**src/rtl/bip_pkg.sv**
```systemverilog
// Shared definitions for the BIP control unit: opcodes, FSM states,
// accumulator source selects and ALU operation encodings.
package bip_pkg;

   localparam int PC_W     = 11;
   localparam int INSTR_W  = 16;
   localparam int OPCODE_W = 5;

   // Opcode field values (instruction bits [15:11]); 8..31 decode as NOP
   localparam logic [OPCODE_W-1:0] OPC_HLT  = 5'd0;
   localparam logic [OPCODE_W-1:0] OPC_STO  = 5'd1;
   localparam logic [OPCODE_W-1:0] OPC_LD   = 5'd2;
   localparam logic [OPCODE_W-1:0] OPC_LDI  = 5'd3;
   localparam logic [OPCODE_W-1:0] OPC_ADD  = 5'd4;
   localparam logic [OPCODE_W-1:0] OPC_ADDI = 5'd5;
   localparam logic [OPCODE_W-1:0] OPC_SUB  = 5'd6;
   localparam logic [OPCODE_W-1:0] OPC_SUBI = 5'd7;

   // Control FSM states
   typedef enum logic [2:0] {
      IDLE    = 3'd0,
      FETCH   = 3'd1,
      DECODE  = 3'd2,
      MEMWAIT = 3'd3,
      HALT    = 3'd4
   } state_t;

   // Accumulator source select
   localparam logic [1:0] SEL_A_MEM = 2'd0;
   localparam logic [1:0] SEL_A_IMM = 2'd1;
   localparam logic [1:0] SEL_A_ALU = 2'd2;

   // ALU operation
   localparam logic OP_ADD = 1'b0;
   localparam logic OP_SUB = 1'b1;

   // Instructions whose operand is a data-RAM address that must be read
   // before the accumulator can be written.
   function automatic logic needs_mem_read(input logic [OPCODE_W-1:0] opc);
      return (opc == OPC_LD) || (opc == OPC_ADD) || (opc == OPC_SUB);
   endfunction

endpackage

```
**src/rtl/bip_pc.sv**
```systemverilog
// Program counter register: async active-low clear, increment enable,
// natural wrap from all-ones back to zero.
module bip_pc #(
   parameter int PC_WIDTH = 11
) (
   input  logic                clk,
   input  logic                rst,
   input  logic                inc,
   output logic [PC_WIDTH-1:0] pc
);

   localparam logic [PC_WIDTH-1:0] PC_ONE = {{(PC_WIDTH-1){1'b0}}, 1'b1};

   // Advance the program counter when the FSM retires an instruction
   always_ff @(posedge clk or negedge rst) begin
      if (!rst) begin
         pc <= '0;
      end else if (inc) begin
         pc <= pc + PC_ONE;
      end
   end

endmodule

```
**src/rtl/bip_control.sv**
```systemverilog
// BIP single-accumulator processor control unit.
// Fetches from a synchronous-read program memory, decodes
// {opcode[15:11], operand[10:0]} and drives the accumulator datapath and
// data-RAM strobes. Optional executed-cycle counter is built when the
// macro BIP_CYCLE_COUNT_EN is defined; otherwise o_clk_count is tied to 0.
module bip_control
   import bip_pkg::*;
#(
   parameter int PC_WIDTH     = 11,
   parameter int INSTR_WIDTH  = 16,
   parameter int OPCODE_WIDTH = 5
) (
   input  logic                   clk,
   input  logic                   rst,
   input  logic                   i_start,
   input  logic [INSTR_WIDTH-1:0] i_instr,
   output logic [PC_WIDTH-1:0]    o_pc,
   output logic [PC_WIDTH-1:0]    o_operand,
   output logic [1:0]             o_sel_a,
   output logic                   o_sel_b,
   output logic                   o_operation,
   output logic                   o_write_acc,
   output logic                   o_rd_ram,
   output logic                   o_wr_ram,
   output logic                   o_halt,
   output logic                   o_busy,
   output logic [31:0]            o_clk_count
);

   state_t                   state;
   state_t                   state_next;
   logic [INSTR_WIDTH-1:0]   ir;
   logic                     ir_load;
   logic                     pc_inc;
   logic [PC_WIDTH-1:0]      pc;
   logic [OPCODE_WIDTH-1:0]  dec_opc;
   logic [OPCODE_WIDTH-1:0]  ir_opc;

   // Opcode of the word arriving from program memory and of the latched one
   assign dec_opc = i_instr[INSTR_WIDTH-1 -: OPCODE_WIDTH];
   assign ir_opc  = ir[INSTR_WIDTH-1 -: OPCODE_WIDTH];

   bip_pc #(
      .PC_WIDTH (PC_WIDTH)
   ) u_pc (
      .clk (clk),
      .rst (rst),
      .inc (pc_inc),
      .pc  (pc)
   );

   // FSM state register; reset parks the machine in IDLE so every output
   // decoded from it drops to zero without waiting for a clock edge
   always_ff @(posedge clk or negedge rst) begin
      if (!rst) begin
         state <= IDLE;
      end else begin
         state <= state_next;
      end
   end

   // Instruction register, captured in DECODE for use by MEMWAIT and as the
   // idle-time operand value
   always_ff @(posedge clk or negedge rst) begin
      if (!rst) begin
         ir <= '0;
      end else if (ir_load) begin
         ir <= i_instr;
      end
   end

   // Next-state and output decode
   always_comb begin
      state_next  = state;
      pc_inc      = 1'b0;
      ir_load     = 1'b0;
      o_pc        = pc;
      o_operand   = ir[PC_WIDTH-1:0];
      o_sel_a     = SEL_A_MEM;
      o_sel_b     = 1'b0;
      o_operation = OP_ADD;
      o_write_acc = 1'b0;
      o_rd_ram    = 1'b0;
      o_wr_ram    = 1'b0;
      o_halt      = 1'b0;
      o_busy      = 1'b0;

      case (state)
         IDLE: begin
            o_pc = '0;
            if (i_start) begin
               state_next = FETCH;
            end
         end

         FETCH: begin
            o_busy     = 1'b1;
            state_next = DECODE;
         end

         DECODE: begin
            o_busy    = 1'b1;
            ir_load   = 1'b1;
            // Operand comes straight from memory data so single-cycle ops
            // can act on it in this same cycle
            o_operand = i_instr[PC_WIDTH-1:0];
            if (needs_mem_read(dec_opc)) begin
               // Read the RAM now; accumulator update happens in MEMWAIT
               o_rd_ram   = 1'b1;
               state_next = MEMWAIT;
            end else begin
               case (dec_opc)
                  OPC_HLT: begin
                     state_next = HALT;
                  end
                  OPC_STO: begin
                     o_wr_ram   = 1'b1;
                     pc_inc     = 1'b1;
                     state_next = FETCH;
                  end
                  OPC_LDI: begin
                     o_write_acc = 1'b1;
                     o_sel_a     = SEL_A_IMM;
                     pc_inc      = 1'b1;
                     state_next  = FETCH;
                  end
                  OPC_ADDI: begin
                     o_write_acc = 1'b1;
                     o_sel_a     = SEL_A_ALU;
                     o_sel_b     = 1'b1;
                     o_operation = OP_ADD;
                     pc_inc      = 1'b1;
                     state_next  = FETCH;
                  end
                  OPC_SUBI: begin
                     o_write_acc = 1'b1;
                     o_sel_a     = SEL_A_ALU;
                     o_sel_b     = 1'b1;
                     o_operation = OP_SUB;
                     pc_inc      = 1'b1;
                     state_next  = FETCH;
                  end
                  default: begin
                     // Illegal opcode: skip it like a NOP
                     pc_inc     = 1'b1;
                     state_next = FETCH;
                  end
               endcase
            end
         end

         MEMWAIT: begin
            o_busy      = 1'b1;
            o_write_acc = 1'b1;
            if (ir_opc == OPC_LD) begin
               o_sel_a = SEL_A_MEM;
            end else begin
               o_sel_a     = SEL_A_ALU;
               o_sel_b     = 1'b0;
               o_operation = (ir_opc == OPC_SUB) ? OP_SUB : OP_ADD;
            end
            pc_inc     = 1'b1;
            state_next = FETCH;
         end

         HALT: begin
            // Only reset leaves HALT
            o_halt = 1'b1;
         end

         default: begin
            state_next = IDLE;
         end
      endcase
   end

`ifdef BIP_CYCLE_COUNT_EN
   logic [31:0] cycle_cnt;

   // Count busy cycles, freezing outside them and saturating at all-ones
   always_ff @(posedge clk or negedge rst) begin
      if (!rst) begin
         cycle_cnt <= '0;
      end else if (o_busy && (cycle_cnt != 32'hFFFF_FFFF)) begin
         cycle_cnt <= cycle_cnt + 32'd1;
      end
   end

   assign o_clk_count = cycle_cnt;
`else
   assign o_clk_count = '0;
`endif

endmodule

```
**config.mk**
```make
export PLATFORM = sky130hd
export DESIGN_NAME = bip_control
export DESIGN_NICKNAME = d
export VERILOG_FILES = /design/src/rtl/bip_pkg.sv /design/src/rtl/bip_pc.sv /design/src/rtl/bip_control.sv
export SDC_FILE = /design/constraint.sdc
export NUM_CORES = 1
export LEC_CHECK = 0
export ABC_AREA = 1
export CORE_MARGIN = 1.5
export CORE_UTILIZATION = 40
export CTS_CLUSTER_SIZE = 40
export DETAILED_ROUTE_END_ITERATION = 7
export GPL_TIMING_DRIVEN = 1
export HOLD_SLACK_MARGIN = 0.06
export PLACE_DENSITY = 0.75
export SYNTH_ARGS = -nofsm -noshare
export SYNTH_HDL_FRONTEND = slang
export SYNTH_SLANG_ARGS = --single-unit
```
**constraint.sdc**
```tcl
create_clock -name clk -period 3.1 [get_ports clk]
set_input_delay 0.465 -clock clk [delete_from_list [all_inputs] [get_ports clk]]
set_output_delay 0.465 -clock clk [all_outputs]
set_load 0.01 [all_outputs]
```
==> key figures, run 1 <==
Outcome
  • Status: complete, but fails checks
  • Failing checks: DRC

Global routing
  • Vias in the first global route: 1,419
  • Largest net degree at the start of global routing: 31
  • Total global-route track usage: 15.2%
  • Total grt overflow: 0
  • First-pass GRT wire length: 6130 um
  • Initial antenna violation count: 0

Clock network
  • CTS sink count: 30
  • Clk_lat worst skew: 0.28 ns
  • Post-CTS Resized: 0
  • Post-CTS setup buffer count: 0
  • CTS tree: built
  • # H-tree levels: 2
  • Root Buffer: clkbuf_8
  • CTS clk-pin slew, worst paths: 0.07 ns
  • CTS Hold Bufs: 0
  • CTS Buf Count: 5
  • Clk buf depth: 2

Power and ir drop
  • Net Sw Frac: 40.8%
  • P_leak: 1.18 nW
  • Pwr per Cell Area: 820 mW/mm^2
  • Part of the power in combinational logic: 50.2%
  • Cell Int Power: 0.00115 W
  • Seq pwr share: 32.9%
  • Switching power of the nets: 0.000794 W
  • Max VDD drop: 0.000424 V
  • Clock power share: 16.9%

STA
  • Period utilisation layout: 84.1%
  • Crit path time final: 2.61 ns
  • Final hold violations: 0
  • Unrepaired setup endpoints after global routing: no
  • Final Worst Setup Slack: 0.493 ns
  • Maximum clock rate: 384 MHz
  • Post-Route Skew: 0.00554 ns
  • Setup TNS: 0 ns
  • Slew Limit Fails: 0
  • Setup violators final: 0

Detailed routing
  • Initial drt markers: 59
  • Detailed Route WL: 3720 um
  • Pre-antenna DRT Iters: 6
  • DRC: 4
  • Vias per inst: 4.38
  • DRT antenna net count: 0
  • WL/cell: 10.5 um
  • Vias: 1,554

Placed design
  • Post-Place Setup Slack: 0.606 ns
  • IO buf count: 49
  • Post-DP HPWL: 2720 um
  • GPL Wtd Cong: 0.798

Final layout
  • Layout cell share with drive strength beyond 1: 7.26%
  • Nets: 322
  • N_diodes: 0
  • Syn-to-layout area delta: 25.7%
  • # fillers: 426

Die
  • Core area: 0.00444 mm^2
  • Die width: 71.7 um
  • Die area: 0.00513 mm^2
  • Die H: 71.7 um
  • Effective utilization at floorplan: 42.4%
  • Cell row count: 24
  • IO Pins: 82

Synthesis
  • FF+latch count, synth: 30
  • Mapped Avg Cell Area: 7.51 um^2
  • Netlist cell types: 27
  • Async set-reset flop share out of synthesis: 100%
  • Syn Inst Count: 251
  • Seq/Total Area, Yosys: 39.8%
  • Number of synthesized flops with an enable pin: 0
  • Synth top cells by count: nand2_1, buf_4, dfrtp_1, inv_1, nor2_1
  • Area contributors post-synth: dfrtp_1, nand2_1, buf_4
  • Yosys warnings: 0
  • Synth Flop Type: dfrtp_1
  • Count leader, synth: nand2_1
  • Top cell type's share of synthesized area: 39.8%
  • Synthesized area: 0.00189 mm^2
  • Biggest area consumer among synthesized cells: dfrtp_1

Worst setup path
  • CP Max Fanout: 24
  • Worst r2r path cells: 8
  • CP Data Arrival Time: 2.14 ns
  • Req. time, crit path: 2.63 ns
  • Worst Setup End Kind: output port
  • Crit start category: register
  • Setup CP Type: register to output port

Worst hold path
  • Hold Crit Depth: 2
  • Type of the most critical hold path: register to register

Job
  • Max-Cap Viols: 0
power by group through the flow:
stage | clock network, W | logic, W | registers (W)
2_1_floorplan | 0 | 0.000647 | 0.000622
3_3_place_gp | 0 | 0.000979 | 0.000639
3_5_place_dp | 0 | 0.000988 | 0.000649
4_1_cts | 0.000341 | 0.000997 | 0.000643
5_1_grt | 0.000353 | 0.00109 | 0.000657
6_report | 0.000328 | 0.000976 | 0.000641
per-layer routing:
metal | GRT usage (%) | wire (um) | share of wire (%) | vias to the layer above
met5 | 0 | 0 | 0 | -
met1 | 18.9 | 1630 | 44 | 682
met4 | 5.66 | 63 | 1.7 | 0
met2 | 24.6 | 1750 | 47 | 61
met3 | 5.06 | 271 | 7.3 | 7
li1 | - | - | - | 804
logic make-up (layout without fill, tap and decap cells):
group                    after synthesis  after routing  synth area share [%]
AND/OR/NAND/NOR                      129            129                  29.7
buffers and inverters                 65             86                  20.9
flip-flops                            30             30                  39.8
AO/OA/AOI/OAI                         20             20                  6.44
XOR/XNOR                               5              5                  2.32
adder cells (fa/ha/maj)                1              1                 0.663
other                                  1             32                 0.199
cell type report:
cell class | instances | area, um^2 | share of cell area (%)
inverter | 28 | 105 | 4.43
clock inverter | 2 | 12.5 | 0.528
tap | 52 | 65.1 | 2.74
multi-input combinational | 187 | 857 | 36.1
timing repair buffer | 50 | 498 | 21.0
clock buffer | 6 | 82.6 | 3.48
sequential | 30 | 751 | 31.7
critical path, cell delays in order, from the launching register on:
cell and delay, ns:
dfrtp_1 0.37, inv_2 0.10, nand2_2 0.11, nor2_8 0.26, inv_2 0.24, nor4_2 0.21
clkdlybuf4s50_1 0.58
registers in the layout, indices dropped and copies added, names as in the netlist:
signal	count
ir	16
u_pc.pc	11
state	3
cells in the final DEF, fill, tap and decap left out, types with 5 or more instances in the layout:
cell and count:
clkdlybuf4s50_1 49, nand2_1 85, nor2_1 25, xor2_1 5
nand3_1 7, clkbuf_8 6, dfrtp_1 30, conb_1 32
inv_1 26, o21ai_0 7
worst paths after layout:
check | end | startpoint | slack (ns)
max | o_sel_a[0] | state[2] | 0.49
min | ir[2] | ir[2] | 0.47
max reg2reg | u_pc.pc[10] | u_pc.pc[0] | 1.66
min reg2reg | ir[2] | ir[2] | 0.47
max in group asynchronous | u_pc.pc[10] | rst | 2.25
min in group asynchronous | u_pc.pc[5] | rst | 0.57
per-stage QoR:
| step | std cells | area [um^2] | util [%] | hold WS [ns] | total power, W |
|---|---|---|---|---|---|
| global route | 355 | 2370 | 53.4 | 0.487 | 0.00210 |
| finish | 355 | 2370 | 53.4 | 0.467 | 0.00194 |
| detailed placement | 347 | 2280 | 51.2 | 0.455 | 0.00164 |
| floorplan | 282 | 2000 | - | 0.169 | 0.00127 |
| CTS | 355 | 2370 | 53.4 | 0.474 | 0.00198 |
| global placement | 347 | 2280 | 51.2 | 0.450 | 0.00162 |
Power figures use the tool's default switching activity.
==> run 2, diff against run 1 <==
--- a/config.mk
+++ b/config.mk
@@ -7,12 +7,12 @@
 export LEC_CHECK = 0
 export ABC_AREA = 1
 export CORE_MARGIN = 1.5
-export CORE_UTILIZATION = 40
+export CORE_UTILIZATION = 38
 export CTS_CLUSTER_SIZE = 40
 export DETAILED_ROUTE_END_ITERATION = 7
 export GPL_TIMING_DRIVEN = 1
 export HOLD_SLACK_MARGIN = 0.06
-export PLACE_DENSITY = 0.75
+export PLACE_DENSITY = 0.74
 export SYNTH_ARGS = -nofsm -noshare
 export SYNTH_HDL_FRONTEND = slang
 export SYNTH_SLANG_ARGS = --single-unit
==> constraint.sdc (replaced) <==
create_clock -name clk -period 2.15 [get_ports clk]
set_input_delay 0.3225 -clock clk [delete_from_list [all_inputs] [get_ports clk]]
set_output_delay 0.3225 -clock clk [all_outputs]
set_load 0.01 [all_outputs]
==> run 2 against run 1 <==
The run now ends clean. Non-clock buffer count grew 12. Sequential share of layout area shrank 1.4 points. Largest cell class unchanged. Global-route usage grew 0.35 points. Sequential power grew 41%.
==> key figures, run 2 (synthesized netlist as in run 1, its figures left out) <==
STA
  • Maximum clock rate: 493 MHz
  • Post-Route Skew: 0.00363 ns (-0.00191 ns)
  • Setup TNS: 0 ns (unchanged)
  • Setup violators final: 0 (unchanged)
  • Period utilisation layout: 94.3%
  • Final hold violations: 0 (unchanged)
  • Slew Limit Fails: 0 (unchanged)
  • Crit path time final: 2.03 ns
  • Unrepaired setup endpoints after global routing: yes

Clock network
  • CTS clk-pin slew, worst paths: 0.07 ns (about the same)
  • Clk buf depth: 2 (unchanged)
  • CTS tree: built
  • # H-tree levels: 2 (unchanged)
  • CTS Buf Count: 5 (unchanged)
  • Root Buffer: clkbuf_8
  • CTS sink count: 30 (unchanged)
  • Clk_lat worst skew: 0.28 ns (about the same)

Power and ir drop
  • Max VDD drop: 0.000567 V (+34%)
  • Clock power share: 16.7% (-0.2 points)
  • Switching power of the nets: 0.00117 W (+47%)
  • Seq pwr share: 32.2% (-0.7 points)
  • Part of the power in combinational logic: 51.1% (+0.9 points)
  • Net Sw Frac: 41.8% (+0.94 points)
  • P_leak: 1.33 nW (+13%)
  • Pwr per Cell Area: 1130 mW/mm^2 (+38%)
  • Cell Int Power: 0.00163 W (+42%)

Worst setup path
  • Crit-path cells: nor2_1 > nand2_2 > clkinvlp_4 > nor2_1 > clkdlybuf4s50_1
  • Reg2reg start: state[2]
  • FF-to-FF End: u_pc.pc[10]
  • Worst Setup End Kind: output port
  • Worst reg2reg setup slack: 0.71 ns (-0.95 ns)
  • Cell mode on critical path: nor2_1
  • Worst r2r path cells: 9 (+1)
  • Slowest stage cell, crit path: clkdlybuf4s50_1
  • Worst path top cell family by delay: buffers and inverters
  • CP Max Fanout: 6 (-75%)
  • Total buffers and inverters traversed by the critical path: 2 (-1)
  • Req. time, crit path: 1.83 ns (-0.80 ns)
  • Largest stage delay on the critical path: 0.55 ns (-0.03 ns)
  • Setup CP Type: register to output port
  • CP Data Arrival Time: 1.71 ns (-0.43 ns)
  • Crit start category: register

Final layout
  • Layout cell share with drive strength beyond 1: 12.0% (+4.8 points)
  • Syn-to-layout area delta: 31.7%
  • Largest Register: ir
  • Max reg flops: 16 (unchanged)
  • Regs by FF count: ir x16, u_pc.pc x11, state x3
  • Commonest non-fill, non-tap cell in the layout: nand2_1
  • Commonest non-fill, non-tap cells in the layout: nand2_1, conb_1, dfrtp_1
  • N_diodes: 0 (unchanged)
  • Util after Layout: 52.2% (-1.1 points)
  • Nets: 335 (+4.0%)

Die
  • Cell row count: 25 (+4.2%)
  • Die area: 0.00539 mm^2 (+5.0%)
  • Die width: 73.4 um (+2.5%)
  • Die H: 73.4 um (+2.5%)
  • IO Pins: 82 (unchanged)
  • Effective utilization at floorplan: 39.7% (-2.8 points)
  • Core area: 0.00475 mm^2 (+7.0%)

Outcome
  • Status: finished clean

Global routing
  • Largest net degree at the start of global routing: 31 (unchanged)
  • Vias in the first global route: 1,468 (+3.5%)
  • Initial antenna violation count: 0 (unchanged)
  • Total grt overflow: 0 (unchanged)
  • First-pass GRT wire length: 6440 um (+5.2%)
  • Total global-route track usage: 15.6% (+0.35 points)

Detailed routing
  • Pre-antenna DRT Iters: 4 (-2)
  • WL/cell: 9.96 um (-4.9%)
  • Detailed Route WL: 3820 um (+2.6%)
  • DRC: 0 (-4)
  • Vias: 1,599 (+2.9%)
  • DRT antenna net count: 0 (unchanged)
  • Initial drt markers: 55 (-6.8%)
  • Vias per inst: 4.17 (-4.6%)

Worst hold path
  • Type of the most critical hold path: input port to asynchronous set/reset pin

Job
  • Max-Cap Viols: 0 (unchanged)

Placed design
  • IO buf count: 49 (unchanged)
  • GPL Wtd Cong: 0.799 (about the same)
  • Post-DP HPWL: 2710 um (-0.32%)
## run 2: power groups by stage
stage / Combinational (W) / Clock (W) / Sequential (W)
2_1_floorplan: 0.000933 / 0 / 0.000897
3_3_place_gp: 0.00146 / 0 / 0.000914
3_5_place_dp: 0.00147 / 0 / 0.000922
4_1_cts: 0.00143 / 0.000487 / 0.000918
5_1_grt: 0.00162 / 0.000509 / 0.000929
6_report: 0.00143 / 0.000469 / 0.000903
## run 2: repair_timing
action / 4_1_cts / 5_1_grt
setup endpoints to repair: 29 / 12
pin swaps: 1 / 0
resized for setup: 24 / 3
hold buffers: 0 / 0
gates cloned: 1 / 0
setup buffers: 2 / 1
## run 2: how the worst max path moves through the flow
stage / depth (start not counted) / end / from
after global placement: 7 / o_write_acc / i_instr[14]
after CTS: 6 / o_sel_b / state[2]
after floorplan: 6 / o_sel_a[1] / state[2]
after global routing: 5 / o_pc[6] / state[1]
after detailed placement: 7 / o_write_acc / i_instr[14]
final: 5 / o_pc[1] / state[1]
## run 2: cell type report
class | instances | area, um^2
fillers | 504 | 2270
clock inverters | 1 | 5.00
repair inverters | 1 | 5.00
multi-input cells | 187 | 862
clock buffers | 7 | 86.3
inverters | 28 | 111
flip-flops and latches | 30 | 752
well taps | 67 | 83.8
repair buffers | 62 | 577
## run 2: layer usage
layer | share of wire, % | global-route usage [%] | vias up | wire [um]
met3 | 7.7 | 5.62 | 5 | 292
met1 | 45 | 19.4 | 703 | 1710
met5 | 0 | 0 | - | 0
met4 | 1.4 | 4.32 | 0 | 54
li1 | - | - | 833 | -
met2 | 46 | 25.3 | 58 | 1760
## run 2: worst register-to-register path, cell delays in order, from the launching register on
cell and delay [ns]:
dfrtp_1 0.37, inv_2 0.10, nand2_2 0.11, nor2_8 0.18, buf_4 0.15, nand2_4 0.05, nand2_4 0.17, nand3_1 0.10
nand2_1 0.08, inv_1 0.03
## run 2: per-stage QoR
stage | setup slack, ns | instance area [um^2] | hold WS, ns | power (W) | cells
finish | 0.122 | 2480 | 0.437 | 0.00280 | 383
detailed placement | -0.0946 | 2360 | 0.454 | 0.00240 | 371
global route | -0.00222 | 2480 | 0.477 | 0.00306 | 383
CTS | -0.00842 | 2470 | 0.448 | 0.00284 | 382
floorplan | 0.685 | 2000 | 0.0269 | 0.00183 | 282
global placement | -0.0722 | 2360 | 0.451 | 0.00238 | 371
==> run 3, diff against run 2 <==
--- a/config.mk
+++ b/config.mk
@@ -6,12 +6,12 @@
 export NUM_CORES = 1
 export LEC_CHECK = 0
 export ABC_AREA = 1
+export CAP_MARGIN = 10
 export CORE_MARGIN = 1.5
 export CORE_UTILIZATION = 38
 export CTS_CLUSTER_SIZE = 40
 export DETAILED_ROUTE_END_ITERATION = 7
 export GPL_TIMING_DRIVEN = 1
-export HOLD_SLACK_MARGIN = 0.06
 export PLACE_DENSITY = 0.74
 export SYNTH_ARGS = -nofsm -noshare
 export SYNTH_HDL_FRONTEND = slang
==> results of run 3 <==
Final layout, timing and power as in run 2 (identical DEF).
